$ cat src/rtl/mem_port_arbiter.sv
// Arbiter sharing one single-ported memory between instruction fetch and data ports.
// Optional abort-on-timeout logic is compiled in when ARB_TIMEOUT_EN is defined.
`timescale 1ns/1ps

module mem_port_arbiter #(
  parameter int unsigned MAX_STARVE = 4,
  parameter int unsigned TIMEOUT    = 255
) (
  input  logic        clk,
  input  logic        reset,
  // fetch port
  input  logic        if_req,
  input  logic [31:0] if_addr,
  output logic [31:0] if_rdata,
  output logic        if_ready,
  output logic        if_err,
  // data port
  input  logic        dm_req,
  input  logic        dm_we,
  input  logic [31:0] dm_addr,
  input  logic [31:0] dm_wdata,
  output logic [31:0] dm_rdata,
  output logic        dm_ready,
  output logic        dm_err,
  // memory side
  output logic        mem_req,
  output logic        mem_we,
  output logic [31:0] mem_addr,
  output logic [31:0] mem_wdata,
  input  logic [31:0] mem_rdata,
  input  logic        mem_ack,
  output logic        busy
);

  if (MAX_STARVE < 1) begin : g_bad_max_starve
    $error("mem_port_arbiter: MAX_STARVE must be >= 1");
  end
  if (TIMEOUT < 1) begin : g_bad_timeout
    $error("mem_port_arbiter: TIMEOUT must be >= 1");
  end

  localparam int unsigned SC_W = $clog2(MAX_STARVE + 1);
  localparam logic [SC_W-1:0] STARVE_FULL = SC_W'(MAX_STARVE);
  localparam logic [SC_W-1:0] STARVE_ONE  = SC_W'(1);

  typedef enum logic [1:0] {
    IDLE   = 2'd0,
    IF_ACC = 2'd1,
    DM_ACC = 2'd2,
    RESP   = 2'd3
  } state_e;

  state_e          state_q,      state_d;
  logic [SC_W-1:0] starve_cnt_q, starve_cnt_d;
  logic            mem_req_q,    mem_req_d;
  logic            mem_we_q,     mem_we_d;
  logic [31:0]     mem_addr_q,   mem_addr_d;
  logic [31:0]     mem_wdata_q,  mem_wdata_d;
  logic [31:0]     if_rdata_q,   if_rdata_d;
  logic [31:0]     dm_rdata_q,   dm_rdata_d;
  logic            if_ready_q,   if_ready_d;
  logic            dm_ready_q,   dm_ready_d;

`ifdef ARB_TIMEOUT_EN
  localparam int unsigned TO_RAW = $clog2(TIMEOUT + 1);
  localparam int unsigned TO_W   = (TO_RAW < 8) ? 8 : ((TO_RAW > 32) ? 32 : TO_RAW);
  localparam logic [TO_W-1:0] TO_LAST = TO_W'(TIMEOUT - 1);
  localparam logic [TO_W-1:0] TO_ONE  = TO_W'(1);

  logic [TO_W-1:0] to_cnt_q, to_cnt_d;
  logic            if_err_q, if_err_d;
  logic            dm_err_q, dm_err_d;
`endif

  logic starve_full;
  assign starve_full = (starve_cnt_q == STARVE_FULL);

  // NOTE: every variable gets its default before the case so no path leaves it unassigned (no latches).
  always_comb begin
    state_d      = state_q;
    starve_cnt_d = starve_cnt_q;
    mem_req_d    = mem_req_q;
    mem_we_d     = mem_we_q;
    mem_addr_d   = mem_addr_q;
    mem_wdata_d  = mem_wdata_q;
    if_rdata_d   = if_rdata_q;
    dm_rdata_d   = dm_rdata_q;
    if_ready_d   = 1'b0;
    dm_ready_d   = 1'b0;
`ifdef ARB_TIMEOUT_EN
    to_cnt_d     = to_cnt_q;
    if_err_d     = 1'b0;
    dm_err_d     = 1'b0;
`endif

    unique case (state_q)
      IDLE: begin
        // Data wins a collision unless fetch has already been passed over MAX_STARVE times.
        if (dm_req && !(if_req && starve_full)) begin
          state_d     = DM_ACC;
          mem_req_d   = 1'b1;
          mem_we_d    = dm_we;
          mem_addr_d  = dm_addr;
          mem_wdata_d = dm_wdata;
          if (if_req) begin
            starve_cnt_d = starve_cnt_q + STARVE_ONE;
          end
`ifdef ARB_TIMEOUT_EN
          to_cnt_d    = '0;
`endif
        end else if (if_req) begin
          state_d      = IF_ACC;
          mem_req_d    = 1'b1;
          mem_we_d     = 1'b0;
          mem_addr_d   = if_addr;
          mem_wdata_d  = '0;
          starve_cnt_d = '0;
`ifdef ARB_TIMEOUT_EN
          to_cnt_d     = '0;
`endif
        end
      end

      IF_ACC, DM_ACC: begin
        if (mem_ack) begin
          mem_req_d = 1'b0;
          state_d   = RESP;
          if (state_q == IF_ACC) begin
            if_rdata_d = mem_rdata;
            if_ready_d = 1'b1;
          end else begin
            if (!mem_we_q) begin
              dm_rdata_d = mem_rdata;
            end
            dm_ready_d = 1'b1;
          end
        end
`ifdef ARB_TIMEOUT_EN
        // An ack on the terminal cycle is taken above, so it beats the timeout.
        else if (to_cnt_q == TO_LAST) begin
          mem_req_d = 1'b0;
          state_d   = RESP;
          if (state_q == IF_ACC) begin
            if_rdata_d = '0;
            if_ready_d = 1'b1;
            if_err_d   = 1'b1;
          end else begin
            dm_rdata_d = '0;
            dm_ready_d = 1'b1;
            dm_err_d   = 1'b1;
          end
        end else begin
          to_cnt_d = to_cnt_q + TO_ONE;
        end
`endif
      end

      RESP: begin
        state_d = IDLE;
      end

      default: begin
        state_d = IDLE;
      end
    endcase
  end

  // NOTE: sequential state uses non-blocking assignments so every flop samples pre-edge values.
  always_ff @(posedge clk) begin
    if (!reset) begin
      state_q      <= IDLE;
      starve_cnt_q <= '0;
      mem_req_q    <= 1'b0;
      mem_we_q     <= 1'b0;
      mem_addr_q   <= '0;
      mem_wdata_q  <= '0;
      if_rdata_q   <= '0;
      dm_rdata_q   <= '0;
      if_ready_q   <= 1'b0;
      dm_ready_q   <= 1'b0;
`ifdef ARB_TIMEOUT_EN
      to_cnt_q     <= '0;
      if_err_q     <= 1'b0;
      dm_err_q     <= 1'b0;
`endif
    end else begin
      state_q      <= state_d;
      starve_cnt_q <= starve_cnt_d;
      mem_req_q    <= mem_req_d;
      mem_we_q     <= mem_we_d;
      mem_addr_q   <= mem_addr_d;
      mem_wdata_q  <= mem_wdata_d;
      if_rdata_q   <= if_rdata_d;
      dm_rdata_q   <= dm_rdata_d;
      if_ready_q   <= if_ready_d;
      dm_ready_q   <= dm_ready_d;
`ifdef ARB_TIMEOUT_EN
      to_cnt_q     <= to_cnt_d;
      if_err_q     <= if_err_d;
      dm_err_q     <= dm_err_d;
`endif
    end
  end

  assign mem_req   = mem_req_q;
  assign mem_we    = mem_we_q;
  assign mem_addr  = mem_addr_q;
  assign mem_wdata = mem_wdata_q;
  assign if_rdata  = if_rdata_q;
  assign dm_rdata  = dm_rdata_q;
  assign if_ready  = if_ready_q;
  assign dm_ready  = dm_ready_q;
  assign busy      = (state_q != IDLE);

`ifdef ARB_TIMEOUT_EN
  assign if_err = if_err_q;
  assign dm_err = dm_err_q;
`else
  assign if_err = 1'b0;
  assign dm_err = 1'b0;
`endif

endmodule

$ cat config.mk
export PLATFORM = sky130hd
export DESIGN_NAME = mem_port_arbiter
export DESIGN_NICKNAME = d
export VERILOG_FILES = /design/src/rtl/mem_port_arbiter.sv
export SDC_FILE = /design/constraint.sdc
export NUM_CORES = 1
export LEC_CHECK = 0
export CORE_ASPECT_RATIO = 0.9
export CORE_UTILIZATION = 42
export CTS_BUF_LIST = sky130_fd_sc_hd__clkbuf_2 sky130_fd_sc_hd__clkbuf_4 sky130_fd_sc_hd__clkbuf_8
export DETAILED_ROUTE_END_ITERATION = 8
export PLACE_DENSITY = 0.85
export SLEW_MARGIN = 10
export SYNTH_ARGS = -nofsm -noshare
export SYNTH_HDL_FRONTEND = slang
export SYNTH_SLANG_ARGS = --single-unit
$ cat constraint.sdc
create_clock -name clk -period 2.14 [get_ports clk]
set_clock_uncertainty 0.2 [all_clocks]
set_input_delay 0.321 -clock clk [delete_from_list [all_inputs] [get_ports clk]]
set_output_delay 0.321 -clock clk [all_outputs]
set_load 0.02 [all_outputs]
==> results of run 1 <==
[cell usage in the layout (no fill, tap or decap), drive strengths merged]
master         synthesis  routed
bufinv                 0       1
inv                    8       8
a21oi                133     133
mux2i                  2       2
nor3b                  1       1
a31oi                 33      33
conb                   1       2
clkinvlp               0       1
o221a                  1       1
nand4                 35      35
nand4b                 2       2
dfxtp                137     137
nand3                  1       1
o21a                   1       1
clkdlybuf4s50          0     264
o32ai                  1       1
o22ai                  1       1
clkinv                 0       9
o21bai                 1       1
nand4bb                1       1
a21boi                 1       1
nand2                170     170
buf                   43      20
clkbuf                23      22
o21ai                 66      66
and4bb                 1       1
ha                     6       6
and3                   1       1
nor2                   1       1
and2                   3       3
nor3                   1       1
[sequential cells by signal (all words and copies together), names as in the netlist, 2 cells and up]
register and cells:
mem_addr 32, if_rdata 32, dm_rdata 32, starve_cnt_q 3, mem_wdata 32, state_q 2
[power by group through the flow]
stage	clock network (mW)	registers [mW]	logic, mW
6_report	2.00	3.31	3.70
3_5_place_dp	0	3.35	3.70
4_1_cts	2.06	3.31	3.72
5_1_grt	2.17	3.37	4.00
3_3_place_gp	0	3.35	3.66
2_1_floorplan	0	3.91	1.52
[final cells by class]
| class | instances | area (µm²) |
|---|---|---|
| clock buffers | 21 | 277 |
| clock inverters | 11 | 97.6 |
| fillers | 1042 | 4070 |
| inverters | 8 | 31.3 |
| multi-input cells | 465 | 2320 |
| flip-flops and latches | 137 | 2740 |
| well taps | 164 | 205 |
| repair buffers | 285 | 2900 |
[metal layers]
layer | up-vias | track usage | share of wire
met5 | - | 0 | 0
met4 | 0 | 0.125 | 0.027
met3 | 41 | 0.0731 | 0.077
met2 | 254 | 0.404 | 0.48
met1 | 2684 | 0.313 | 0.41
li1 | 2813 | - | -
[repair_timing]
| action | CTS | global route |
|---|---|---|
| gates cloned | 0 | 0 |
| endpoints found under the setup margin | 1 | 1 |
| endpoints found under the hold margin | 0 | 0 |
| gates resized for setup | 2 | 1 |
[stage by stage]
stage	cells	setup slack [ps]
2_1_floorplan	676	429
3_3_place_gp	1059	126
3_5_place_dp	1059	62.5
4_1_cts	1091	3.98
5_1_grt	1091	58.5
6_report	1091	149
[worst paths after layout]
kind / to / startpoint / slack [ps]
worst min-delay path: mem_wdata[25] / dm_req / 220
worst max register to register: mem_addr[27] / state_q[1] / 180
worst min register to register: dm_rdata[18] / dm_rdata[18] / 250
worst max-delay path: mem_we / mem_we / 150
[cells by family (layout without fill, tap and decap cells)]
group                    count (synthesis)  after routing  share of synthesized area
AO/OA/AOI/OAI                          238            238                      0.231
AND/OR/NAND/NOR                        217            217                      0.175
flip-flops                             137            137                      0.506
buffers and inverters                   74            325                     0.0703
adder cells (fa/ha/maj)                  6              6                     0.0138
multiplexers                             2              2                    0.00369
other                                    1              2                   0.000691
==> results.cfg, run 1 <==
[outcome]
status = complete, no violations

[synthesis]
ys_types = 31
synth_common_cells = nand2_1 (170), dfxtp_1 (137), a21oi_1 (133)
syn_avg_cell_area_um2 = 8.04
yosys-top-cells-area = dfxtp_1 (51%), a21oi_1 (12%), nand2_1 (12%)
ys_warn_count = 0
syn_area_um2 = 5430
synth-main-ff-cell = dfxtp_1
yosysMostFrequentCell = nand2_1
yosysTopAreaCell = dfxtp_1
seq_area_frac_synth = 0.506
synth_edf_count = 0
synth_seq_cells = 137
async_flop_share = 0
synth_top_area_frac = 0.506
netlist_instances = 675

[clock_network]
post-cts-setup-buffers = 0
worstSkewPairLatency_ps = 450
cts_buffer_depth = 2
numCtsBuffers = 17
ctsHoldBuffers = 0
htreeDepth = 4
cts_tree = yes
cts_root_buf = clkbuf_8
path_clk_slew_ps = 70
cts.sinks = 137

[finish]
syn_to_final_growth_pct = 57.9
final_core_util = 0.678
diodes = 0
design_area_um2 = 8560
finalNetCount = 1054
layout-drive-gt1-share = 0.0636

[worst_setup_path]
crit_family = buffers and inverters
worst-setup-path-type = reg -> out
crit_path_start_kind = flop
crit_path_end_kind = output port
slowest_delay_ps = 650
path_depth = 1
slowest_stage = clkdlybuf4s50_1
cp.arrival_ps = 1470
worstPathRequired_ps = 1620
reg2reg_depth = 7
crit_chain = clkdlybuf4s50_1
crit_fanout = 4
crit_buf_inv = 1

[power]
clkPwrFrac = 0.222
p_seq_frac = 0.367
pwr-share-comb = 0.411
p_switching_mw = 3.32
power.total_mw = 9.01
p_int_mw = 5.70
p_leak_nw = 3.02
p_sw_frac = 0.368
irDropWorstVdd_mv = 0.627
p_per_area_nw_per_um2 = 1050

[placement]
dp_hpwl_mm = 11.4
io_buffers = 266
placed_area_um2 = 8200
place_congestion = 0.820

[job]
drv_cap = 0

[global_routing]
grt_pass1_wl_mm = 26.3
grt.overflow.total = 0
grt_pass1_vias = 5435
antenna_found_initial = 0
grt_start_max_net_pins = 50
gr-usage-all-layers = 0.254

[timing]
finalCritPeriodShare = 0.931
worst_pin_slew_ps = 863
finalSetupViolations = 0
tns_ps = 0
fin_crit_ps = 1990
holdWs_ps = 217
rsz0062_at_grt = no
hold_viol_final = 0
fmax_mhz = 502
maxSlewHeadroom = 0.424
slew_violations = 0

[die]
die_area_um2 = 13400
die_x_um = 122
rows = 39
io_pins = 269
core_um2 = 12600
die_h_um = 110
initial_core_util = 0.429

[route]
avgViaCountPerCell = 5.31
wire_per_inst_um = 15.7
drc = 0
first_pass_iters = 5
detailedRoute.firstIterationViolations = 368
vias = 5792
ant_nets = 0
wl_mm = 17.1

[min_path]
hold_class = in -> reg
holdPathStages = 4
(Power assumes the default switching activity.)
==> inputs of run 2 (changes only) <==
CORE_ASPECT_RATIO = unset   (was 0.9)
CORE_UTILIZATION = 35   (was 42)
PLACE_DENSITY = 0.73   (was 0.85)
==> run 2 against run 1 <==
Net effect:
- cell area rose by 1.6%
- clock power is 22% higher
- critical path depth increased by 3
- sequential cell count stayed put
- worst setup slack got worse by 52 ps
- critical path type unchanged
- largest cell class unchanged
- highest routed layer unchanged
==> results.cfg, run 2 (same netlist as run 1, synthesis figures left out) <==
[finish]
final_core_util = 0.575
syn_to_final_growth_pct = 60.4
final_cell_mix = clkdlybuf4s50_1 (264), nand2_1 (170), dfxtp_1 (136), a21oi_1 (133), o21ai_0 (57)
layout-drive-gt1-share = 0.0687
multi_input_area_um2 = 2320
filler_cell_count = 1417
diodes = 0
finalNetCount = 1058
regArea_um2 = 2740
layout_commonest_cell = clkdlybuf4s50_1

[timing]
maxSlewHeadroom = 0.604
hold_viol_final = 0
finalSetupViolations = 0
fmax_mhz = 489
fin_crit_ps = 2040
worst_pin_slew_ps = 594
rsz0062_at_grt = no
slew_violations = 0
tns_ps = 0
finalCritPeriodShare = 0.955
holdWs_ps = 224

[worst_setup_path]
crit_path_start_kind = flop
slowest_stage = dfxtp_2
path_common_cell = inv_1
worstPathRequired_ps = 1620
crit_path_end_kind = output port
worst-setup-path-type = reg -> out
reg2reg_from = state_q[1]
crit_fanout = 4
startpoint = state_q[0]
slowest_delay_ps = 360
cp.arrival_ps = 1520
crit_chain = inv_1, ha_1, inv_1, clkdlybuf4s15_2

[route]
wl_mm = 17.3
routed-wl-met3_mm = 1.59
first_pass_iters = 5
vias = 5719
detailedRoute.firstIterationViolations = 436
wire_per_inst_um = 15.5
ant_nets = 0
avgViaCountPerCell = 5.11
wl_met2_mm = 8.07
maxUsedRoutingLayer = met4
drc = 0
met1_length_mm = 7.48

[die]
die_x_um = 127
rows = 45
core_um2 = 15100
die_h_um = 127
initial_core_util = 0.358
die_area_um2 = 16000
io_pins = 269

[clock_network]
worstSkewPairLatency_ps = 440
cts_tree = yes
htreeDepth = 4
cts.sinks = 137
ctsHoldBuffers = 0
numCtsBuffers = 17
path_clk_slew_ps = 90
cts_buffer_depth = 2
cts_root_buf = clkbuf_8

[placement]
io_buffers = 266
dp_hpwl_mm = 11.6
place_congestion = 0.760

[outcome]
status = complete, no violations

[global_routing]
gr-usage-all-layers = 0.215
grt.overflow.total = 0
grt_start_max_net_pins = 56
grt_pass1_vias = 5354
antenna_found_initial = 0
grt_pass1_wl_mm = 27.1

[power]
p_per_area_nw_per_um2 = 1090
p_leak_nw = 3.07
irDropWorstVdd_mv = 0.584

[min_path]
hp-start = if_addr[25]
hold_class = in -> reg

[job]
drv_cap = 0
## run 2: worst paths after layout
kind | endpoint | slack, ps | cells past startpoint
setup / recovery | busy | 100 | 4
hold / removal | mem_addr[25] | 220 | 3
setup reg to reg | mem_addr[16] | 190 | 6
hold reg to reg | mem_wdata[21] | 250 | 2
## run 2: area by class of cell
cell class,count,share of cell area
Inverter,8,0.00359
Sequential cell,137,0.315
Clock buffer,17,0.0269
Clock inverter,15,0.0256
Tap cell,188,0.0270
Multi-Input combinational cell,465,0.266
Timing Repair Buffer,289,0.335
## run 2: timing repair
item | CTS | global route
setup buffers | 0 | 0
setup endpoints to repair | 1 | 0
gates resized for setup | 4 | 0
## run 2: report_power, final
| group | switching, mW | internal, mW |
|---|---|---|
| Clock | 1.06 | 1.39 |
| Combinational | 2.06 | 1.65 |
| Sequential | 0.258 | 3.05 |
## run 2: critical path, delay by kind of cell (launching register included)
kind / cells / cell delay [ps]
buffers and inverters: 3 / 480
adders and majority gates: 1 / 240
DFF: 1 / 360
## run 2: per-layer routing
layer | vias to the layer above | global-route usage
met5 | - | 0
met3 | 12 | 0.0759
met2 | 253 | 0.347
met4 | 0 | 0.0709
li1 | 2821 | -
met1 | 2633 | 0.266
## run 2: per-stage QoR
step | total power, mW | std cells | worst slack, ps | instance area (µm²)
2_1_floorplan | 5.43 | 676 | 429 | 5430
3_3_place_gp | 7.04 | 1087 | 107 | 8240
3_5_place_dp | 7.07 | 1087 | 15.9 | 8240
4_1_cts | 9.56 | 1119 | 43.6 | 8700
5_1_grt | 10.0 | 1119 | 13.1 | 8700
6_report | 9.47 | 1119 | 96.6 | 8700
